File: config.mk
export PLATFORM = sky130hd
export DESIGN_NAME = em_pipe_reg_flat
export DESIGN_NICKNAME = d
export VERILOG_FILES = /design/src/rtl/em_pipe_reg_if.sv /design/src/rtl/em_pipe_reg.sv /design/src/flat_wrapper.sv
export SDC_FILE = /design/constraint.sdc
export NUM_CORES = 1
export LEC_CHECK = 0
export CORE_UTILIZATION = 29
export CTS_CLUSTER_DIAMETER = 200
export DETAILED_ROUTE_END_ITERATION = 6
export DONT_BUFFER_PORTS = 1
export PLACE_DENSITY = 0.53
export SLEW_MARGIN = 20
export SYNTH_ARGS = -nofsm -noshare
export SYNTH_HDL_FRONTEND = slang
export SYNTH_SLANG_ARGS = --single-unit
File: constraint.sdc
create_clock -name clk -period 1.32 [get_ports clk]
set_input_delay 0.33 -clock clk [delete_from_list [all_inputs] [get_ports clk]]
set_output_delay 0.33 -clock clk [all_outputs]
set_load 0.005 [all_outputs]
File: src/rtl/em_pipe_reg_if.sv
// Execute-to-memory pipeline register bundle.
// The "master" side is the E stage, which drives the E-side fields and reads
// the registered M-side fields. The "slave" side is the pipeline register.
interface em_pipe_reg_if;
  logic        en;
  logic        req;
  logic [31:0] pc_E;
  logic [31:0] instr_E;
  logic [31:0] alu_C_E;
  logic [31:0] rt_data_E;
  logic [4:0]  a3_E;
  logic [1:0]  tnew_E;
  logic        bd_E;
  logic [4:0]  exccode_E;
  logic        is_load_E;
  logic        is_store_E;
  logic        EXC_AriOv;
  logic        EXC_DMOv;

  logic [31:0] pc_M;
  logic [31:0] instr_M;
  logic [31:0] alu_C_M;
  logic [31:0] rt_data_M;
  logic [4:0]  a3_M;
  logic [1:0]  tnew_M;
  logic        bd_M;
  logic [4:0]  exccode_M;

  modport master (
    output en, req, pc_E, instr_E, alu_C_E, rt_data_E, a3_E, tnew_E, bd_E,
           exccode_E, is_load_E, is_store_E, EXC_AriOv, EXC_DMOv,
    input  pc_M, instr_M, alu_C_M, rt_data_M, a3_M, tnew_M, bd_M, exccode_M
  );

  modport slave (
    input  en, req, pc_E, instr_E, alu_C_E, rt_data_E, a3_E, tnew_E, bd_E,
           exccode_E, is_load_E, is_store_E, EXC_AriOv, EXC_DMOv,
    output pc_M, instr_M, alu_C_M, rt_data_M, a3_M, tnew_M, bd_M, exccode_M
  );
endinterface

File: src/rtl/em_pipe_reg.sv
// Execute-to-memory pipeline register of the five-stage MIPS core.
// Captures E-stage results for the M stage one cycle later, decrements the
// hazard tnew counter, and merges ALU overflow flags into a MIPS exccode.
// Optional feature macro: EM_EXC_EN. When undefined, exccode_M and bd_M are
// tied to zero and the exception-related inputs are ignored.
module em_pipe_reg #(
  parameter logic [31:0] RESET_PC = 32'h0000_3000,
  parameter logic [31:0] FLUSH_PC = 32'h0000_4180
) (
  input logic        clk,
  input logic        reset,
  em_pipe_reg_if.slave bus
);

  localparam logic [4:0] EXC_NONE = 5'd0;
  localparam logic [4:0] EXC_ADEL = 5'd4;
  localparam logic [4:0] EXC_ADES = 5'd5;
  localparam logic [4:0] EXC_OV   = 5'd12;

  logic [31:0] pc_q, pc_d;
  logic [31:0] instr_q, instr_d;
  logic [31:0] aluC_q, aluC_d;
  logic [31:0] rtData_q, rtData_d;
  logic [4:0]  a3_q, a3_d;
  logic [1:0]  tnew_q, tnew_d;
  logic        bd_q, bd_d;
  logic [4:0]  exccode_q, exccode_d;

  logic [1:0]  tnewDec;
  logic [4:0]  excMerged;
  logic        bdIn;

  // tnew counts down toward zero and must never wrap back to 3
  always_comb begin
    tnewDec = (bus.tnew_E == 2'd0) ? 2'd0 : bus.tnew_E - 2'd1;
  end

`ifdef EM_EXC_EN
  // Earlier-stage exceptions win, then arithmetic overflow, then address faults
  always_comb begin
    excMerged = EXC_NONE;
    bdIn      = bus.bd_E;
    if (bus.exccode_E != EXC_NONE)
      excMerged = bus.exccode_E;
    else if (bus.EXC_AriOv)
      excMerged = EXC_OV;
    else if (bus.EXC_DMOv && bus.is_load_E)
      excMerged = EXC_ADEL;
    else if (bus.EXC_DMOv && bus.is_store_E)
      excMerged = EXC_ADES;
  end
`else
  logic unusedExcInputs;

  // Exception support is compiled out, so these inputs have no effect
  always_comb begin
    excMerged       = EXC_NONE;
    bdIn            = 1'b0;
    unusedExcInputs = ^{bus.exccode_E, bus.EXC_AriOv, bus.EXC_DMOv,
                        bus.is_load_E, bus.is_store_E, bus.bd_E,
                        EXC_ADEL, EXC_ADES, EXC_OV};
  end
`endif

  // Flush beats hold beats load; reset is handled in the register itself
  always_comb begin
    pc_d      = pc_q;
    instr_d   = instr_q;
    aluC_d    = aluC_q;
    rtData_d  = rtData_q;
    a3_d      = a3_q;
    tnew_d    = tnew_q;
    bd_d      = bd_q;
    exccode_d = exccode_q;
    if (bus.req) begin
      pc_d      = FLUSH_PC;
      instr_d   = 32'd0;
      aluC_d    = 32'd0;
      rtData_d  = 32'd0;
      a3_d      = 5'd0;
      tnew_d    = 2'd0;
      bd_d      = 1'b0;
      exccode_d = EXC_NONE;
    end else if (bus.en) begin
      pc_d      = bus.pc_E;
      instr_d   = bus.instr_E;
      aluC_d    = bus.alu_C_E;
      rtData_d  = bus.rt_data_E;
      a3_d      = bus.a3_E;
      tnew_d    = tnewDec;
      bd_d      = bdIn;
      exccode_d = excMerged;
    end
  end

  // Output registers with synchronous reset to the boot PC
  always_ff @(posedge clk) begin
    if (reset) begin
      pc_q      <= RESET_PC;
      instr_q   <= 32'd0;
      aluC_q    <= 32'd0;
      rtData_q  <= 32'd0;
      a3_q      <= 5'd0;
      tnew_q    <= 2'd0;
      bd_q      <= 1'b0;
      exccode_q <= EXC_NONE;
    end else begin
      pc_q      <= pc_d;
      instr_q   <= instr_d;
      aluC_q    <= aluC_d;
      rtData_q  <= rtData_d;
      a3_q      <= a3_d;
      tnew_q    <= tnew_d;
      bd_q      <= bd_d;
      exccode_q <= exccode_d;
    end
  end

  assign bus.pc_M      = pc_q;
  assign bus.instr_M   = instr_q;
  assign bus.alu_C_M   = aluC_q;
  assign bus.rt_data_M = rtData_q;
  assign bus.a3_M      = a3_q;
  assign bus.tnew_M    = tnew_q;
  assign bus.bd_M      = bd_q;
  assign bus.exccode_M = exccode_q;

endmodule
File: src/flat_wrapper.sv
// flat-port wrapper written by rule: the top's interface ports become plain ports
module em_pipe_reg_flat 
#(
  parameter logic [31:0] RESET_PC = 32'h0000_3000,
  parameter logic [31:0] FLUSH_PC = 32'h0000_4180
)
  (clk, reset, bus_en, bus_req, bus_pc_E, bus_instr_E, bus_alu_C_E, bus_rt_data_E, bus_a3_E, bus_tnew_E, bus_bd_E, bus_exccode_E, bus_is_load_E, bus_is_store_E, bus_EXC_AriOv, bus_EXC_DMOv, bus_pc_M, bus_instr_M, bus_alu_C_M, bus_rt_data_M, bus_a3_M, bus_tnew_M, bus_bd_M, bus_exccode_M);
  em_pipe_reg_if bus_i ();
  input logic clk;
  input logic reset;
  input wire logic [$bits(bus_i.en)-1:0] bus_en;
  input wire logic [$bits(bus_i.req)-1:0] bus_req;
  input wire logic [$bits(bus_i.pc_E)-1:0] bus_pc_E;
  input wire logic [$bits(bus_i.instr_E)-1:0] bus_instr_E;
  input wire logic [$bits(bus_i.alu_C_E)-1:0] bus_alu_C_E;
  input wire logic [$bits(bus_i.rt_data_E)-1:0] bus_rt_data_E;
  input wire logic [$bits(bus_i.a3_E)-1:0] bus_a3_E;
  input wire logic [$bits(bus_i.tnew_E)-1:0] bus_tnew_E;
  input wire logic [$bits(bus_i.bd_E)-1:0] bus_bd_E;
  input wire logic [$bits(bus_i.exccode_E)-1:0] bus_exccode_E;
  input wire logic [$bits(bus_i.is_load_E)-1:0] bus_is_load_E;
  input wire logic [$bits(bus_i.is_store_E)-1:0] bus_is_store_E;
  input wire logic [$bits(bus_i.EXC_AriOv)-1:0] bus_EXC_AriOv;
  input wire logic [$bits(bus_i.EXC_DMOv)-1:0] bus_EXC_DMOv;
  output wire logic [$bits(bus_i.pc_M)-1:0] bus_pc_M;
  output wire logic [$bits(bus_i.instr_M)-1:0] bus_instr_M;
  output wire logic [$bits(bus_i.alu_C_M)-1:0] bus_alu_C_M;
  output wire logic [$bits(bus_i.rt_data_M)-1:0] bus_rt_data_M;
  output wire logic [$bits(bus_i.a3_M)-1:0] bus_a3_M;
  output wire logic [$bits(bus_i.tnew_M)-1:0] bus_tnew_M;
  output wire logic [$bits(bus_i.bd_M)-1:0] bus_bd_M;
  output wire logic [$bits(bus_i.exccode_M)-1:0] bus_exccode_M;
  assign bus_i.en = bus_en;
  assign bus_i.req = bus_req;
  assign bus_i.pc_E = bus_pc_E;
  assign bus_i.instr_E = bus_instr_E;
  assign bus_i.alu_C_E = bus_alu_C_E;
  assign bus_i.rt_data_E = bus_rt_data_E;
  assign bus_i.a3_E = bus_a3_E;
  assign bus_i.tnew_E = bus_tnew_E;
  assign bus_i.bd_E = bus_bd_E;
  assign bus_i.exccode_E = bus_exccode_E;
  assign bus_i.is_load_E = bus_is_load_E;
  assign bus_i.is_store_E = bus_is_store_E;
  assign bus_i.EXC_AriOv = bus_EXC_AriOv;
  assign bus_i.EXC_DMOv = bus_EXC_DMOv;
  assign bus_pc_M = bus_i.pc_M;
  assign bus_instr_M = bus_i.instr_M;
  assign bus_alu_C_M = bus_i.alu_C_M;
  assign bus_rt_data_M = bus_i.rt_data_M;
  assign bus_a3_M = bus_i.a3_M;
  assign bus_tnew_M = bus_i.tnew_M;
  assign bus_bd_M = bus_i.bd_M;
  assign bus_exccode_M = bus_i.exccode_M;
  em_pipe_reg #(.RESET_PC(RESET_PC), .FLUSH_PC(FLUSH_PC)) u_core (.clk(clk), .reset(reset), .bus(bus_i));
endmodule
==> metrics.md, run 1 <==
| Metric | Value |
|---|---|
| Status | completed |
| Worst setup SP type | register |
| Final max-slew violation count | 0 |
| CTS Sinks | 135 |
| Hold_sp | bus_req |
| Post-CTS Setup Bufs | 0 |
| Maximum clock path buffer count | 2 |
| Die width | 138 um |
| FF+latch area | 2700 um2 |
| Final hold viol count | 0 |
| GRT Total Usage | 10.1% |
| TNS Setup | 0 ps |
| Maxcap violations | 0 |
| Cell Rows | 49 |
| Layout fillers | 1793 |
| Htree depth | 4 |
| Reg2Reg Launch Point | u_core.bus.alu_C_M[24] |
| DRC errors left | 0 |
| Initial Utilization | 29.7% |
| Vias per cell | 4.39 |
| Final Cell Area | 5990 um2 |
| Share of post-route cells with drive strength above 1 | 23.7% |
| Min Hold Slack | 26.3 ps |
| WL per Instance | 14.9 um |
| Placed cell areas | 5440 um2 |
| Ys flop type | dfxtp_1 |
| Final WL | 10200 um |
| Root Driver | clkbuf_16 |
| Layout Nets | 591 |
| Placed cell count | 651 |
| Antenna cell count | 0 |
| Vias in the first global route | 2976 |
| First-pass GRT wire length | 14400 um |
| Total Die Area | 18900 um2 |
| Yosys warnings | 0 |
| Core ar. | 18000 um2 |
| Tcrit/Tclk final | 85.2% |
| Finished Layout Cells | 684 |
| CP startpoint | u_core.bus.pc_M[17] |
| WS Path Type | register to output port |
| Netlist Area Pre-Place | 5330 um2 |
| Setup-failing EPs final | 0 |
| Area Overhead vs Synth | 12.4% |
| Critical path peak fanout | 2 |
| Yosys reg bits | 135 |
| DR vias | 3005 |
| F_max | 889 MHz |
| Worst Setup End Kind | output port |
| Detailed Place HPWL | 7170 um |
| Multi-input logic area | 2330 um2 |
| Iteration-0 DRC Markers | 92 |
| Final ANT Viol Nets | 0 |
| CTS buffer count | 17 |
| Drt first pass iters | 4 |
| Leakage power | 2.42 nW |
| CTS tree | yes |
| Worst-path clk slew | 60 ps |
| Die Ht | 138 um |
| PD cells | 1530 nW/um2 |
| Most frequent cell after synthesis | dfxtp_1 |
| IO Pins | 290 |
| Tot Pwr | 0.00914 W |
| Reg2Reg Setup Slack | 590 ps |
| Post-synth EDFFs | 0 |
| Initial antenna violation count | 0 |
| Largest net degree at the start of global routing | 138 |
| Mapped Cells | 446 |
| Clk_skew | 0 ps |
| RePlAce Congestion | 0.681 |
| Synth async-reset ratio | 0% |
| Req. time, crit path | 990 ps |
| Seq/Total Area, Yosys | 50.7% |
| Syn Area/Cell | 12.0 um2 |
| Synth area leader | dfxtp_1 |
| # port buffers | 0 |
| Worst-Skew Late Latency | 410 ps |
| Synth top area cells | dfxtp_1 (51%), mux2i_1 (25%), nor2_4 (11%), nor2_1 (4.1%), nor2_2 (2.3%) |
| Post-synthesis cell type count | 18 |
| GR Overflow Total | 0 |
| Worst hold path class | input port to register |
| Synth cell count leaders | dfxtp_1 (135), mux2i_1 (133), nor2_1 (58) |
| RSZ-0062 raised after global routing | false |
| Final Critical Period | 1130 ps |
| Peak VDD IR | 0.773 mV |
| Share of the synthesized area in the top cell type | 50.7% |
| Worst EP arrival | 800 ps |
[final cells by class]
type | instances | area share [%]
sequential | 135 | 45.1
multi-input combinational | 279 | 39.0
inverter | 1 | 0.0627
tap | 229 | 4.78
clock inverter | 11 | 1.30
clock buffer | 21 | 7.69
timing repair buffer | 8 | 2.09
[kinds of logic after synthesis]
| family | count (synthesis) | synth area share, % |
|---|---|---|
| DFF | 135 | 50.7 |
| muxes | 133 | 25.0 |
| and+or+nand+nor | 133 | 17.6 |
| buffers and inverters | 37 | 5.92 |
| AOI/OAI and AO/OA | 7 | 0.751 |
| other | 1 | 0.0704 |
[worst register-to-register path, cell delays in order, from the launching register on]
cell     delay [ps]
dfxtp_1         320
mux2i_1         260
nor2_4           40
[path summary, 6_finish.rpt]
check / end / cells past startpoint
worst max-delay path: bus_pc_M[17] / 0
worst min-delay path: u_core.bus.pc_M[12] / 1
worst max register to register: u_core.bus.alu_C_M[24] / 2
worst min register to register: u_core.bus.tnew_M[1] / 2
[routing by layer]
| metal | global-route usage (%) | wire length [um] | up-vias |
|---|---|---|---|
| met5 | 0 | 0 | - |
| met4 | 4.64 | 146 | 0 |
| met3 | 4.78 | 992 | 9 |
| met2 | 18.5 | 5470 | 161 |
| met1 | 9.57 | 3590 | 1367 |
| li1 | - | - | 1468 |
[per-stage QoR]
| stage | utilization, % | setup slack [ps] |
|---|---|---|
| after floorplan | - | 130 |
| after global placement | 30.3 | 177 |
| after detailed placement | 30.3 | 170 |
| after CTS | 33.3 | 167 |
| after global routing | 33.3 | 157 |
| final | 33.3 | 195 |
[placed cells by master (no fill, tap or decap), types with 3 or more instances in the layout]
cell,netlist,layout
a21oi_1,5,5
buf_12,5,5
clkbuf_16,0,17
clkinv_2,0,4
clkinv_4,0,4
clkinvlp_4,0,3
conb_1,1,6
dfxtp_1,135,135
mux2i_1,133,133
nor2_1,58,58
nor2_2,20,20
nor2_4,50,50
[state kept, by name, indices dropped and copies added, names as in the netlist]
| signal | flops |
|---|---|
| u_core.bus.a3_M | 5 |
| u_core.bus.alu_C_M | 32 |
| u_core.bus.instr_M | 32 |
| u_core.bus.pc_M | 32 |
| u_core.bus.rt_data_M | 32 |
| u_core.bus.tnew_M | 2 |
[report_power, final]
part	internal (W)	switching, W
Clock	0.00249	0.00175
Combinational	0.000280	0.000283
Sequential	0.00422	0.000111
[repair_timing]
| action | CTS | global route |
|---|---|---|
| hold endpoints to repair | 3 | 0 |
| setup endpoints to repair | 0 | 0 |
| gates resized for setup | 0 | 0 |
| hold buffers | 1 | 0 |
Note: power is estimated with default switching activity, not from simulation.
==> run 2: changes to the inputs <==
--- a/config.mk
+++ b/config.mk
@@ -5,6 +5,7 @@
 export SDC_FILE = /design/constraint.sdc
 export NUM_CORES = 1
 export LEC_CHECK = 0
+export ABC_AREA = 0
 export CORE_UTILIZATION = 29
 export CTS_CLUSTER_DIAMETER = 200
 export DETAILED_ROUTE_END_ITERATION = 6
@@ -14,3 +15,4 @@
 export SYNTH_ARGS = -nofsm -noshare
 export SYNTH_HDL_FRONTEND = slang
 export SYNTH_SLANG_ARGS = --single-unit
+export TNS_END_PERCENT = 5
==> results of run 2 <==
The final DEF is identical to that of run 1; final timing and power are the same.
